### src/rtl/uart_wb_master.sv
// UART-to-Wishbone debug bridge: decodes framed read/write commands from the uart
// byte stream and issues single 32-bit Wishbone classic transfers. Optional bus
// timeout is compiled in with `define UART_WB_MASTER_TIMEOUT_EN.
module uart_wb_master #(
  parameter int unsigned WB_TIMEOUT = 1024
) (
  input  logic        clk_i,
  input  logic        rst_i,
  input  logic        rx_ready_i,
  input  logic [7:0]  rx_data_i,
  output logic        rx_rd_o,
  input  logic        tx_busy_i,
  output logic        tx_wr_o,
  output logic [7:0]  tx_data_o,
  output logic [31:0] wb_addr_o,
  output logic [31:0] wb_data_o,
  input  logic [31:0] wb_data_i,
  output logic        wb_we_o,
  output logic [3:0]  wb_sel_o,
  output logic        wb_stb_o,
  output logic        wb_cyc_o,
  input  logic        wb_ack_i,
  output logic        busy_o
);

  if (WB_TIMEOUT == 0 || WB_TIMEOUT > 65535) begin : g_bad_timeout
    $error("uart_wb_master: WB_TIMEOUT must be in 1..65535");
  end

  typedef enum logic [2:0] {
    IDLE,
    ADDR,
    WDATA,
    BUS,
    RESP
  } state_t;

  localparam logic [7:0] CMD_WRITE   = 8'h10;
  localparam logic [7:0] CMD_READ    = 8'h11;
  localparam logic [7:0] STATUS_OK   = 8'hA5;

`ifdef UART_WB_MASTER_TIMEOUT_EN
  localparam logic [7:0]  STATUS_TMO = 8'hEE;
  localparam logic [15:0] TMO_LAST   = 16'(WB_TIMEOUT - 1);
  logic [15:0] tmo_cnt;
`endif

  state_t      state;
  logic [1:0]  byte_cnt;
  logic        is_read;
  logic [31:0] rd_data;
  logic [7:0]  status;
  logic [2:0]  resp_idx;
  logic [2:0]  resp_last;
  logic        accept;

  // A pop is requested one cycle ahead; the byte is captured while rx_rd_o is high,
  // so back-to-back pops are impossible and the core has a cycle to clear ready.
  assign accept = rx_ready_i && !rx_rd_o && (state inside {IDLE, ADDR, WDATA});
  assign busy_o = (state != IDLE);

  always_ff @(posedge clk_i or posedge rst_i) begin
    if (rst_i) begin
      state     <= IDLE;
      byte_cnt  <= '0;
      is_read   <= 1'b0;
      rd_data   <= '0;
      status    <= '0;
      resp_idx  <= '0;
      resp_last <= '0;
      rx_rd_o   <= 1'b0;
      tx_wr_o   <= 1'b0;
      tx_data_o <= '0;
      wb_addr_o <= '0;
      wb_data_o <= '0;
      wb_we_o   <= 1'b0;
      wb_sel_o  <= '0;
      wb_stb_o  <= 1'b0;
      wb_cyc_o  <= 1'b0;
`ifdef UART_WB_MASTER_TIMEOUT_EN
      tmo_cnt   <= '0;
`endif
    end else begin
      // NOTE: all state here uses non-blocking assignments so every branch reads
      // the pre-edge values; blocking would make the result depend on statement order.
      rx_rd_o <= accept;
      tx_wr_o <= 1'b0;

      case (state)
        IDLE: begin
          if (rx_rd_o && (rx_data_i == CMD_WRITE || rx_data_i == CMD_READ)) begin
            is_read  <= rx_data_i[0];
            byte_cnt <= 2'd0;
            state    <= ADDR;
          end
        end

        ADDR: begin
          if (rx_rd_o) begin
            wb_addr_o <= {wb_addr_o[23:0], rx_data_i};
            byte_cnt  <= byte_cnt + 2'd1;
            if (byte_cnt == 2'd3) begin
              if (is_read) begin
                state    <= BUS;
                wb_cyc_o <= 1'b1;
                wb_stb_o <= 1'b1;
                wb_sel_o <= 4'hF;
                wb_we_o  <= 1'b0;
`ifdef UART_WB_MASTER_TIMEOUT_EN
                tmo_cnt  <= '0;
`endif
              end else begin
                state <= WDATA;
              end
            end
          end
        end

        WDATA: begin
          if (rx_rd_o) begin
            wb_data_o <= {wb_data_o[23:0], rx_data_i};
            byte_cnt  <= byte_cnt + 2'd1;
            if (byte_cnt == 2'd3) begin
              state    <= BUS;
              wb_cyc_o <= 1'b1;
              wb_stb_o <= 1'b1;
              wb_sel_o <= 4'hF;
              wb_we_o  <= 1'b1;
`ifdef UART_WB_MASTER_TIMEOUT_EN
              tmo_cnt  <= '0;
`endif
            end
          end
        end

        BUS: begin
          if (wb_ack_i) begin
            if (is_read) rd_data <= wb_data_i;
            status    <= STATUS_OK;
            resp_last <= is_read ? 3'd4 : 3'd0;
            resp_idx  <= 3'd0;
            wb_cyc_o  <= 1'b0;
            wb_stb_o  <= 1'b0;
            wb_we_o   <= 1'b0;
            wb_sel_o  <= 4'h0;
            state     <= RESP;
          end
`ifdef UART_WB_MASTER_TIMEOUT_EN
          else if (tmo_cnt == TMO_LAST) begin
            // Timed-out reads still answer with the single error byte only.
            status    <= STATUS_TMO;
            resp_last <= 3'd0;
            resp_idx  <= 3'd0;
            wb_cyc_o  <= 1'b0;
            wb_stb_o  <= 1'b0;
            wb_we_o   <= 1'b0;
            wb_sel_o  <= 4'h0;
            state     <= RESP;
          end else begin
            tmo_cnt <= tmo_cnt + 16'd1;
          end
`endif
        end

        RESP: begin
          if (!tx_busy_i && !tx_wr_o) begin
            tx_wr_o <= 1'b1;
            if (resp_idx == 3'd0) begin
              tx_data_o <= status;
            end else begin
              tx_data_o <= rd_data[31:24];
              rd_data   <= {rd_data[23:0], 8'h00};
            end
            resp_idx <= resp_idx + 3'd1;
            if (resp_idx == resp_last) state <= IDLE;
          end
        end

        default: state <= IDLE;
      endcase
    end
  end

endmodule

### config.mk
export PLATFORM = sky130hd
export DESIGN_NAME = uart_wb_master
export DESIGN_NICKNAME = d
export VERILOG_FILES = /design/src/rtl/uart_wb_master.sv
export SDC_FILE = /design/constraint.sdc
export NUM_CORES = 1
export LEC_CHECK = 0
export ABC_AREA = 1
export BUFFER_PORTS_ARGS = -buffer_cell sky130_fd_sc_hd__buf_2
export CORE_MARGIN = 2
export CORE_UTILIZATION = 25
export DETAILED_ROUTE_END_ITERATION = 12
export PLACE_DENSITY = 0.41
export SLEW_MARGIN = 20
export SYNTH_ARGS = -nofsm -noshare
export SYNTH_HDL_FRONTEND = slang
export SYNTH_SLANG_ARGS = --single-unit
### constraint.sdc
create_clock -name clk_i -period 8.8 [get_ports clk_i]
set_clock_uncertainty 0.2 [all_clocks]
set_input_delay 1.32 -clock clk_i [delete_from_list [all_inputs] [get_ports clk_i]]
set_output_delay 1.32 -clock clk_i [all_outputs]
set_load 0.1 [all_outputs]
==> metrics <==
vias in the first global route 3910; fin nets 695; latest clock arrival within the worst-skew pair 0.41 ns; die height 146.1 um; I/O pin count 127; most frequent cell after synthesis dfrtp_1; Largest delay share family, worst path buffers and inverters; clk sinks 119; Setup crit end busy_o; cell mode on critical path inv_1; Final Hold Vio Count 0; Max clock buf depth 2; antenna violations before repair 0; dpl cells 893; period utilization 36.29%; layout cell share with drive strength beyond 1 29.39%; Core ar. 19650 sq um; drc violations 0; Crit path largest cell delay 0.52 ns; hold path start resp_idx[2]; GRT Resource Usage Total 12.09%; Post-CTS Hold Fix Bufs 0; post-route cell area 6474 sq um; post-synth design cell area 5051 sq um; Final setup violation count 0; Yosys top cell area share 58.95%; critical path's slowest cell dfrtp_1; post-CTS sizing 0; Row Count 51; status completed; clk root buf clkbuf_16; asr flop ratio synth 100.0%; pin count of the biggest net entering global routing 67; Die Span X 146.1 um; CTS tree yes; placed inst area 5876 sq um; leading area contributor after synthesis dfrtp_1; Reg2Reg Launch Point state[0]; Critical Path AT 1.67 ns; post-CTS repair timing setup buffer count 0; Starting Density 25.70%; post-route non-filler standard cell count 925; first-pass GRT wire length 20470 um; Post-Syn Instances 528; antenna cells 0; Worst R2R Path Depth 9; flop-to-flop setup slack 6.53 ns; max_cap viols 0; Via-to-Cell Ratio 4.235; HPWL Detailed 8573 um; Avg Synthesized Cell Area 9.566 sq um; Mapped Nets 576; Stages on worst setup path 5; First DRT Iteration DRCs 207; Buf/Inv on CP 3; RePlAce Congestion 0.7511; GRT overflow 0; RSZ-0062 raised after global routing false; DRT Wirelength 12270 um; H-Tree Depth 4; Crit Path Class flip-flop to output pin; Final min period 3.194 ns; area delta synth->final 28.16%; CP startpoint kind flip-flop; Synth area leaders dfrtp_1 59%, nand2_1 6.7%, inv_1 5.7%, o21ai_1 5.2%, o211ai_1 4.2%; TritonCTS Buffers 17; Clk pin slew, worst setup/hold paths 0.05 ns; number of distinct library cells after synthesis 24; Seq/Total Area, Yosys 58.95%; critical path capture point type output pin; Slew headroom 45.45%; DR vias 3917; setup TNS 0 ns; die area 21360 sq um; FF+latch count, synth 119; crit path max fanout 7; PortBufs 126; DRT Pass-1 Iters 4; r2r endpoint state[0]; Post-synth EDFFs 0; worst-path cell chain nor2_4, inv_1, nor2_1, inv_1, buf_2; Worst-Margin Slew 0.8183 ns; max-slew violations 0; Post-synth top cells 119 x dfrtp_1, 90 x nand2_1, 77 x inv_1; crit path launch state[0]; post-route ant nets 0; maximum clock rate 0.3131 GHz; worst path required time 7.28 ns; Main synth FF type dfrtp_1; HP Class flip-flop to flip-flop; drt wl/cell 13.26 um; synth warn 0
flip-flops by register name (all words and copies together), names as in the netlist:
register   count
state          3
resp_idx       3
wb_addr_o     32
rx_rd_o        1
wb_data_o     32
is_read        1
wb_we_o        1
rd_data       32
byte_cnt       2
tx_data_o      8
status         1
resp_last      1
wb_sel_o       1
tx_wr_o        1
worst min path at each step:
stage	endpoint	depth (start not counted)
2_1_floorplan	status[0]	1
3_3_place_gp	tx_data_o[4]	2
3_5_place_dp	status[0]	1
4_1_cts	status[0]	1
5_1_grt	status[0]	1
6_report	resp_idx[2]	1
through the flow:
stage	worst slack (ns)	hold WS [ns]	utilization [%]
3_3_place_gp	5.730	0.2688	29.90
4_1_cts	5.583	0.2838	32.94
6_report	5.606	0.2842	32.94
2_1_floorplan	4.123	0.2397	-
3_5_place_dp	5.686	0.2700	29.90
5_1_grt	5.472	0.3035	32.94
layer usage:
metal,wire [um],global-route usage (%),up-vias
met2,5692,18.68,112
li1,-,-,1962
met1,5761,16.06,1829
met3,650,3.344,14
met4,165,4.951,0
met5,0,0,-
placed cells by master, fill, tap and decap left out, drive strengths merged:
| cell type | synthesis | routed |
|---|---|---|
| a21oi | 21 | 21 |
| buf | 25 | 129 |
| bufinv | 0 | 2 |
| clkbuf | 4 | 19 |
| clkinv | 0 | 8 |
| dfrtp | 119 | 119 |
| ha | 3 | 3 |
| inv | 79 | 82 |
| mux2 | 16 | 16 |
| nand2 | 95 | 95 |
| nand3 | 22 | 22 |
| nand4 | 5 | 5 |
| nor2 | 34 | 34 |
| nor3 | 1 | 1 |
| o211ai | 28 | 28 |
| o21ai | 75 | 75 |
| or2 | 1 | 1 |
layout make-up:
class	instances	area, sq um
multi-input cells	301	1614
inverters	79	299.0
repair buffers	129	653.1
well taps	265	331.6
clock buffers	19	452.9
flip-flops and latches	119	2978
fillers	2117	13180
clock inverters	13	145.1
worst register-to-register path, cell delays in order, from the launching register on:
cell and delay [ns]:
dfrtp_1 0.49, nor2_4 0.23, nand2_4 0.14, inv_2 0.64, nand2_1 0.17, inv_1 0.09, nor2_1 0.06, nand3_1 0.08
nand2_1 0.05, nand2_1 0.06
cells by family (layout without fill, tap and decap cells):
group / after synthesis / after routing / synth area share (%)
AND/OR/NAND/NOR: 158 / 158 / 13.77
AO/OA/AOI/OAI: 124 / 124 / 13.67
flip-flops: 119 / 119 / 58.95
buffers and inverters: 108 / 240 / 9.289
multiplexers: 16 / 16 / 3.567
adder cells (fa/ha/maj): 3 / 3 / 0.7432
Power is left out: the tool's default activity adds up to more than one toggle a clock period on the data nets, which glitch-free logic cannot reach.
